File: src/rtl/exp2_pkg.sv
// Shared widths, range limits and the stage-register layout for the base-2 exponent pipeline.
// The datapath widths are fixed here; every file of the unit takes them from this package.
package exp2_pkg;

  localparam int FIX_POINT_WIDTH = 16;
  localparam int BF              = 8;
  localparam int TAG_W           = 4;

  localparam int K_W = FIX_POINT_WIDTH - BF;
  localparam int M_W = BF + 1;

  // Largest integer exponent whose (1+f)<<k still fits below the sign bit.
  localparam int K_OVF_LIM = FIX_POINT_WIDTH - 2 - BF;
  localparam int K_UDF_LIM = -(BF + 1);

  localparam logic [FIX_POINT_WIDTH-1:0] MAX_POS = {1'b0, {(FIX_POINT_WIDTH-1){1'b1}}};
  localparam logic [M_W-1:0]             M_ONE   = {1'b1, {BF{1'b0}}};

  typedef struct packed {
    logic                  valid;
    logic [TAG_W-1:0]      tag;
    logic signed [K_W-1:0] k;
    logic [M_W-1:0]        m;
    logic                  ovf;
    logic                  udf;
  } stage_t;

  function automatic logic k_ovf(input logic signed [K_W-1:0] k);
    return int'(k) > K_OVF_LIM;
  endfunction

  function automatic logic k_udf(input logic signed [K_W-1:0] k);
    return int'(k) < K_UDF_LIM;
  endfunction

endpackage

File: src/rtl/exp2_shift.sv
// Combinational saturating bidirectional shifter: scales the mantissa m by 2^k,
// clamping to MAX_POS on overflow and to zero on underflow.
module exp2_shift
  import exp2_pkg::*;
(
  input  logic [M_W-1:0]             m,
  input  logic signed [K_W-1:0]      k,
  input  logic                       ovf,
  input  logic                       udf,
  output logic [FIX_POINT_WIDTH-1:0] result
);

  logic [FIX_POINT_WIDTH-1:0] m_ext;
  logic [K_W-1:0]             k_mag;

  always_comb begin
    m_ext = FIX_POINT_WIDTH'(m);
    k_mag = k[K_W-1] ? K_W'(-k) : K_W'(k);
    if (ovf) begin
      result = MAX_POS;
    end else if (udf) begin
      result = '0;
    end else if (k[K_W-1]) begin
      // Right shift truncates: fractional bits below the output LSB are dropped.
      result = m_ext >> k_mag;
    end else begin
      result = m_ext << k_mag;
    end
  end

endmodule

File: src/rtl/exp2_pipe.sv
// Three-stage Mitchell 2^y unit: split y into k/f, form m=1+f with range flags,
// then shift and saturate into the output register. One global advance enable.
module exp2_pipe
  import exp2_pkg::*;
(
  input  logic                       clk,
  input  logic                       rst,
  input  logic                       in_valid,
  output logic                       in_ready,
  input  logic [FIX_POINT_WIDTH-1:0] in_data,
  input  logic [TAG_W-1:0]           in_tag,
  output logic                       out_valid,
  input  logic                       out_ready,
  output logic [FIX_POINT_WIDTH-1:0] out_data,
  output logic [TAG_W-1:0]           out_tag
);

  // Handshake: a beat transfers on valid && ready at either port. The whole pipe
  // advances when the output register is empty or being drained; otherwise every
  // stage, including the output, holds. in_ready depends only on registered state
  // and out_ready, never on in_valid.
  logic adv;

  stage_t s1_q, s1_d;
  stage_t s2_q, s2_d;

  logic                       out_valid_q, out_valid_d;
  logic [FIX_POINT_WIDTH-1:0] out_data_q,  out_data_d;
  logic [TAG_W-1:0]           out_tag_q,   out_tag_d;

  logic [FIX_POINT_WIDTH-1:0] shift_result;

  exp2_shift u_shift (
    .m      (s2_q.m),
    .k      (s2_q.k),
    .ovf    (s2_q.ovf),
    .udf    (s2_q.udf),
    .result (shift_result)
  );

  always_comb begin
    adv         = out_ready || !out_valid_q;
    s1_d        = s1_q;
    s2_d        = s2_q;
    out_valid_d = out_valid_q;
    out_data_d  = out_data_q;
    out_tag_d   = out_tag_q;

    if (adv) begin
      // Upper bits of the fixed-point word are already floor(y); the low bits are f.
      s1_d.valid = in_valid;
      s1_d.tag   = in_tag;
      s1_d.k     = in_data[FIX_POINT_WIDTH-1:BF];
      s1_d.m     = M_W'(in_data[BF-1:0]);
      s1_d.ovf   = 1'b0;
      s1_d.udf   = 1'b0;

      // Range flags are sticky so any earlier stage could raise them too.
      s2_d.valid = s1_q.valid;
      s2_d.tag   = s1_q.tag;
      s2_d.k     = s1_q.k;
      s2_d.m     = s1_q.m + M_ONE;
      s2_d.ovf   = s1_q.ovf | k_ovf(s1_q.k);
      s2_d.udf   = s1_q.udf | k_udf(s1_q.k);

      out_valid_d = s2_q.valid;
      out_data_d  = shift_result;
      out_tag_d   = s2_q.tag;
    end
  end

  always_ff @(posedge clk) begin
    if (rst) begin
      s1_q        <= '0;
      s2_q        <= '0;
      out_valid_q <= 1'b0;
      out_data_q  <= '0;
      out_tag_q   <= '0;
    end else begin
      s1_q        <= s1_d;
      s2_q        <= s2_d;
      out_valid_q <= out_valid_d;
      out_data_q  <= out_data_d;
      out_tag_q   <= out_tag_d;
    end
  end

  assign in_ready  = adv;
  assign out_valid = out_valid_q;
  assign out_data  = out_data_q;
  assign out_tag   = out_tag_q;

endmodule

File: config.mk
export PLATFORM = sky130hd
export DESIGN_NAME = exp2_pipe
export DESIGN_NICKNAME = d
export VERILOG_FILES = /design/src/rtl/exp2_pkg.sv /design/src/rtl/exp2_shift.sv /design/src/rtl/exp2_pipe.sv
export SDC_FILE = /design/constraint.sdc
export NUM_CORES = 1
export LEC_CHECK = 0
export ABC_CLOCK_PERIOD_IN_PS = 3480
export CORE_UTILIZATION = 55
export DETAILED_ROUTE_END_ITERATION = 12
export PLACE_DENSITY = 0.89
export SLEW_MARGIN = 25
export SYNTH_ARGS = -nofsm -noshare
export SYNTH_HDL_FRONTEND = slang
export SYNTH_SLANG_ARGS = --single-unit
File: constraint.sdc
create_clock -name clk -period 3.48 [get_ports clk]
set_clock_uncertainty 0.2 [all_clocks]
set_input_delay 0.522 -clock clk [delete_from_list [all_inputs] [get_ports clk]]
set_output_delay 0.522 -clock clk [all_outputs]
set_load 0.02 [all_outputs]
==> impl_metrics.json, run 1 <==
{
  "status": "complete, no violations",
  "maxCapViolations": 0,
  "clock-sinks": 66,
  "cts_tree": "built",
  "syn_inst": 433,
  "synthMostInstantiatedCell": "nand2_1",
  "power_leakage_uw": 0.00155,
  "synthDistinctLibCells": 58,
  "grt_first_pass_wirelength_um": 15300,
  "hold_class": "register to register",
  "seqPwrFrac_pct": 44.4,
  "cp_data_required_time_ps": 3520,
  "drive_gt1_share_pct": 10.2,
  "total_power_uw": 1900,
  "whs_path_depth": 2,
  "synth_nets": 458,
  "synth_ff_type": "dfxtp_1",
  "cp.arrival_ps": 3000,
  "clock_latency_ps": 350,
  "ctsResizeCount": 0,
  "swShare_pct": 28.5,
  "finalSetupTns_ps": 0,
  "fin_crit_sh_pct": 85.0,
  "antenna_found_initial": 0,
  "whs_endpoint": "out_tag[3]",
  "cts_hold_buf": 0,
  "clkTransAtPathRegs_ps": 80,
  "synth-seq-cells": 66,
  "dr.first_iter.drc_count": 330,
  "slew_viol_final": 0,
  "post-route-util_pct": 69.3,
  "nets": 490,
  "p_clk_share_pct": 38.4,
  "drtAntennaViolNets": 0,
  "yosys.area.top_type": "dfxtp_1",
  "internal_power_uw": 1360,
  "drt_wl_total_um": 9260,
  "htreeDepth": 3,
  "chipWidth_um": 81.0,
  "max_slew_margin_pct": 51.8,
  "hold_violations": 0,
  "hpwl_um": 6470,
  "drc_errors": 0,
  "grt_pass1_vias": 3024,
  "pre_cts_slack_ps": 546,
  "ys_seq_area_share_pct": 38.5,
  "syn_area_per_cell_um2": 7.92,
  "grt_max_degree": 57,
  "holdWs_ps": 253,
  "period_needed_ps": 2960,
  "diodes": 0,
  "postCtsSetupBuffers": 0,
  "powerDensity_nw_per_um2": 460,
  "yosysWarnings": 0,
  "core_area_um2": 5960,
  "async_flop_share_pct": 0,
  "root_buffer": "clkbuf_8",
  "critPathKind": "register to register",
  "wl_per_cell_um": 17.0,
  "numCtsBuffers": 9,
  "core.rowCount": 28,
  "viasPerCell": 6.12,
  "vias": 3335,
  "ir_drop_v": 0.000293,
  "slowest_delay_ps": 490,
  "overflow": 0,
  "dr.pass1.iters": 5,
  "clock.fmax_mhz": 338,
  "switching_power_uw": 541,
  "synthTopCellsByCount": "108 x nand2_1, 66 x dfxtp_1, 57 x a21oi_1",
  "comb_power_share_pct": 17.2,
  "crit_slowest_cell": "mux2i_4",
  "synthToLayoutAreaGrowth_pct": 20.4,
  "io_buffers": 45,
  "die_area_um2": 6560,
  "routabilityCongestion": 1.07,
  "setup_slack_ps": 521,
  "r2r_end": "out_data[8]",
  "end_kind": "register",
  "netlist_top_cells_area": "dfxtp_1 39%, nand2_1 12%, a21oi_1 8.3%, mux4_2 3.9%, mux2i_1 3.8%",
  "worstPathMaxFanout": 15,
  "hp-start": "out_tag[3]",
  "crit_chain": "inv_1 -> ha_1 -> mux2i_4 -> mux4_2 -> a311oi_1 -> o211ai_1 -> a2bb2oi_1 -> a211oi_1",
  "startpoint_type": "register",
  "worst_slew_pin_slew_ps": 717,
  "start_util_pct": 57.6,
  "io-pin-count": 46,
  "rsz0062_at_grt": "false",
  "ff2ff_setup_slack_ps": 520,
  "dieHeight_um": 81.0,
  "synth_edf_count": 0,
  "netlist.area_leader.share_pct": 38.5,
  "syn-cell-area_um2": 3430,
  "ff2ff_path_depth": 8,
  "finalSetupViolations": 0,
  "critical_path.startpoint": "s2_q[12]",
  "cts_buffer_depth": 2,
  "grt_usage_pct": 31.1,
  "timing.rr.start": "s2_q[12]"
}
[how the worst max path moves through the flow]
stage	to	slack [ps]	cells after the start
after global placement	out_data[8]	610	8
after CTS	out_data[7]	550	8
after floorplan	out_data[8]	590	10
final	out_data[8]	520	8
after detailed placement	out_data[7]	550	8
after global routing	out_data[2]	320	7
[worst max-delay path: cells and delay by family (launching register included)]
| kind | cells | cell delay [ps] |
|---|---|---|
| flip-flops | 1 | 470 |
| multiplexers | 2 | 960 |
| AO/OA/AOI/OAI | 4 | 780 |
| buffers and inverters | 1 | 70 |
| adder cells (fa/ha/maj) | 1 | 380 |
[layout by cell type (no fill, tap or decap), types with 3 or more instances in the layout]
cell	n
a2111oi_0	4
a211oi_1	3
a21o_1	3
a21oi_1	57
a31oi_1	6
buf_4	9
clkbuf_8	9
clkdlybuf4s50_1	44
dfxtp_1	66
inv_1	6
mux2_2	5
mux2i_1	13
mux4_2	6
nand2_1	108
nand2b_1	4
nand3_1	7
nor2_1	24
nor3_1	10
nor4_1	3
o211ai_1	10
o21ai_0	14
o22ai_1	3
or3_1	5
xnor2_1	3
[cell families after synthesis]
| family | after synthesis | share of synthesized area [%] |
|---|---|---|
| fa+ha+maj | 1 | 0.365 |
| compound gates | 120 | 22.2 |
| simple gates | 176 | 22.8 |
| buf+inv | 40 | 4.85 |
| flops | 66 | 38.5 |
| mux | 25 | 10.0 |
| xor+xnor | 5 | 1.28 |
[layout make-up]
class / instances / area [µm²]
tap: 75 / 93.8
clock buffer: 9 / 124
clock inverter: 7 / 100
timing repair buffer: 54 / 513
fill: 512 / 1830
inverter: 7 / 26.3
sequential: 66 / 1320
multi-input combinational: 327 / 1950
[through the flow]
step	cells	area (µm²)
floorplan	433	3430
global placement	529	3900
detailed placement	529	3900
CTS	545	4130
global route	545	4130
finish	545	4130
[power groups by stage]
stage | combinational, µW | sequential [µW] | clock [µW]
after floorplan | 194 | 866 | 0
after global placement | 318 | 857 | 0
after detailed placement | 319 | 859 | 0
after CTS | 321 | 842 | 733
after global routing | 356 | 849 | 766
final | 326 | 843 | 728
[routing by layer]
metal / GRT usage (%) / vias to the layer above / wire, µm
li1: - / 1603 / -
met1: 40.3 / 1534 / 3930
met4: 17.9 / 0 / 439
met3: 6.52 / 39 / 631
met5: 0 / - / 0
met2: 47.9 / 159 / 4260
[sequential cells by signal, indices dropped and copies added (netlist names)]
register,flops
out_data,16
out_tag,4
out_valid,1
s1_q,21
s2_q,24
Note: power is estimated with default switching activity, not from simulation.
==> inputs of run 2 (changes only) <==
- ABC_CLOCK_PERIOD_IN_PS: 3480 -> not set
==> results of run 2 <==
No change in the layout: final DEF, timing and power equal those of run 1.
==> inputs of run 3 (changes only) <==
- SYNTH_HIERARCHICAL: not set -> 1
==> run 3 against run 2 <==
Compared with the run above: first-iteration DRC count up 39%; global-route usage down 2.4 points; sequential cell count unchanged; synthesized cell count up 3.0%; synthesized area up 2.8%; clock-buffer cell count up 2; sequential power up 0.5%.
==> impl_metrics.json, run 3 <==
{
  "status": "complete, no violations",
  "ctsResizeCount": 0,
  "postCtsSetupBuffers": 0,
  "hpwl_um": 5850,
  "rsz0062_at_grt": "false",
  "finalSetupViolations": 0,
  "viasPerCell": 6.09,
  "hold_class": "register to register",
  "maxCapViolations": 0,
  "clock-sinks": 66,
  "end_kind": "register",
  "yosysWarnings": 6,
  "core_area_um2": 6060,
  "core.rowCount": 28,
  "worstPathMaxFanout": 18,
  "synthMostInstantiatedCell": "nand2_1",
  "synth_edf_count": 0,
  "fin_area_um2": 4170,
  "startpoint_type": "register",
  "seq_area_um2": 1320,
  "clock_latency_ps": 340,
  "nets": 500,
  "worst_slew_pin_slew_ps": 984,
  "grt_usage_pct": 28.7,
  "syn_inst": 446,
  "critPathKind": "register to register",
  "netlist.area_leader.share_pct": 37.5,
  "cp_top_family": "simple AND/OR/NAND/NOR gates",
  "finalSetupTns_ps": 0,
  "cts_tree": "built",
  "period_needed_ps": 3030,
  "yosys.area.top_type": "dfxtp_1",
  "routabilityCongestion": 0.916,
  "grt_pass1_vias": 3021,
  "antenna_found_initial": 0,
  "netlist_top_cells_area": "dfxtp_1 37%, nand2_1 14%, a21oi_1 9.7%, mux4_2 7.7%, nor2_1 3.5%",
  "drive_gt1_share_pct": 10.4,
  "synth-compound-area-share_pct": 19.4,
  "timing.rr.start": "s2_q[14]",
  "grt_first_pass_wirelength_um": 14700,
  "pre_cts_slack_ps": 537,
  "io_buffers": 45,
  "drt_wl_total_um": 8930,
  "syn_area_per_cell_um2": 7.90,
  "die_area_um2": 6730,
  "slowest_delay_ps": 590,
  "cp_num_buf_inv": 0,
  "root_buffer": "clkbuf_8",
  "max_slew_margin_pct": 33.9,
  "ir_drop_v": 0.000340,
  "critical_path.startpoint": "s2_q[14]",
  "fillers": 493,
  "diodes": 0,
  "dieHeight_um": 82.1,
  "fin_crit_sh_pct": 87.1,
  "synthToLayoutAreaGrowth_pct": 18.2,
  "final_common_cell": "nand2_1",
  "dr.first_iter.drc_count": 460,
  "start_util_pct": 58.2,
  "synth_ff_type": "dfxtp_1",
  "largest_reg_flops": 24,
  "max_flop_register": "s2_q",
  "drc_errors": 0,
  "cts_buffer_depth": 2,
  "synth_mux_area_share_pct": 9.44,
  "synth_xor_xnor_area_share_pct": 0.745,
  "grt_max_degree": 67,
  "vias": 3376,
  "syn-cell-area_um2": 3520,
  "multi_input_area_um2": 1970,
  "total_power_uw": 1960,
  "synth-simple-area-share_pct": 26.1,
  "numCtsBuffers": 9,
  "cp.arrival_ps": 3030,
  "power_leakage_uw": 0.00155,
  "synth_top_family_by_area": "simple AND/OR/NAND/NOR gates",
  "synthDistinctLibCells": 59,
  "cp-endpoint": "out_data[6]",
  "async_flop_share_pct": 0,
  "dr.pass1.iters": 6,
  "synth_nets": 471,
  "placed_area_um2": 3920,
  "chipWidth_um": 82.1,
  "final_cell_mix": "133 x nand2_1, 68 x a21oi_1, 66 x dfxtp_1",
  "powerDensity_nw_per_um2": 471,
  "htreeDepth": 3,
  "crit_chain": "or4_4 -> o2111a_2 -> nor3_4 -> nor2_1 -> a2111o_1 -> nand2_1 -> a21oi_1",
  "io-pin-count": 46,
  "clkTransAtPathRegs_ps": 80,
  "synth-seq-cells": 66,
  "ys_seq_area_share_pct": 37.5,
  "hold_violations": 0,
  "clock.fmax_mhz": 330,
  "slew_viol_final": 0,
  "drtAntennaViolNets": 0,
  "synthTopCellsByCount": "133 x nand2_1, 68 x a21oi_1, 66 x dfxtp_1",
  "ff2ff_path_depth": 7,
  "cts_hold_buf": 0,
  "r2r_end": "out_data[6]",
  "cp_data_required_time_ps": 3480,
  "setup_slack_ps": 448,
  "wl_per_cell_um": 16.1,
  "synthAdderAreaFrac_pct": 0.355,
  "crit_cells": 7,
  "crit_slowest_cell": "or4_4",
  "overflow": 0,
  "ff2ff_setup_slack_ps": 450
}
[run 3: cell types whose count changed in the layout (fill, tap and decap cells not counted), sizes merged, moves of 5 or more]
cell / before / now
mux4: 6 / 12
o21ai: 14 / 5
o211ai: 11 / 2
a31oi: 6 / 1
a21oi: 57 / 68
nand2: 109 / 133
nor2: 24 / 34
mux2i: 14 / 4
[run 3: final cells by class]
cell class / instances / share of cell area, %
Timing Repair Buffer: 53 / 12.1
Inverter: 6 / 0.540
Tap cell: 75 / 2.25
Multi-Input combinational cell: 339 / 47.4
Clock buffer: 11 / 3.63
Clock inverter: 4 / 2.37
Sequential cell: 66 / 31.7
[run 3: logic make-up (layout without fill, tap and decap cells)]
| logic type | count (synthesis) | count (layout) |
|---|---|---|
| xor gates and xnor gates | 3 | 3 |
| muxes | 18 | 18 |
| and+or+nand+nor | 208 | 208 |
| adders and majority gates | 1 | 1 |
| DFF | 66 | 66 |
| AOI/OAI and AO/OA | 109 | 109 |
| buffers and inverters | 41 | 74 |
[run 3: per-stage QoR]
step | hold WS [ps] | std cells | util, %
floorplan | 229 | 446 | -
detailed placement | 243 | 539 | 64.6
finish | 251 | 554 | 68.8
global route | 268 | 554 | 68.8
CTS | 253 | 554 | 68.8
global placement | 239 | 539 | 64.6
[run 3: tightest hold or removal path: cells and delay by family (launching register included)]
kind            cells  cell delay [ps]
simple gates        1               50
compound gates      1               50
flops               1              310
[run 3: worst min path at each step]
stage,cells past startpoint,startpoint,to
5_1_grt,2,s1_q[2],s1_q[2]
6_report,2,out_data[7],out_data[7]
2_1_floorplan,2,s2_q[11],s2_q[11]
4_1_cts,2,out_data[13],out_data[13]
3_3_place_gp,2,s1_q[23],s1_q[23]
3_5_place_dp,2,out_data[13],out_data[13]
[run 3: power breakdown]
part	internal, µW	switching (µW)	leakage [µW]	total [µW]
clock	512	285	0.000126	798
combinational	145	170	0.000875	316
sequential	800	47.4	0.000545	847
total	1460	503	0.00155	1960
[run 3: layer usage]
metal / global-route usage (%) / wire (µm) / vias to the layer above
met2: 42.6 / 4060 / 184
met5: 0 / 0 / -
met3: 7.33 / 703 / 33
met1: 38.6 / 3860 / 1536
met4: 14.0 / 314 / 0
li1: - / - / 1623
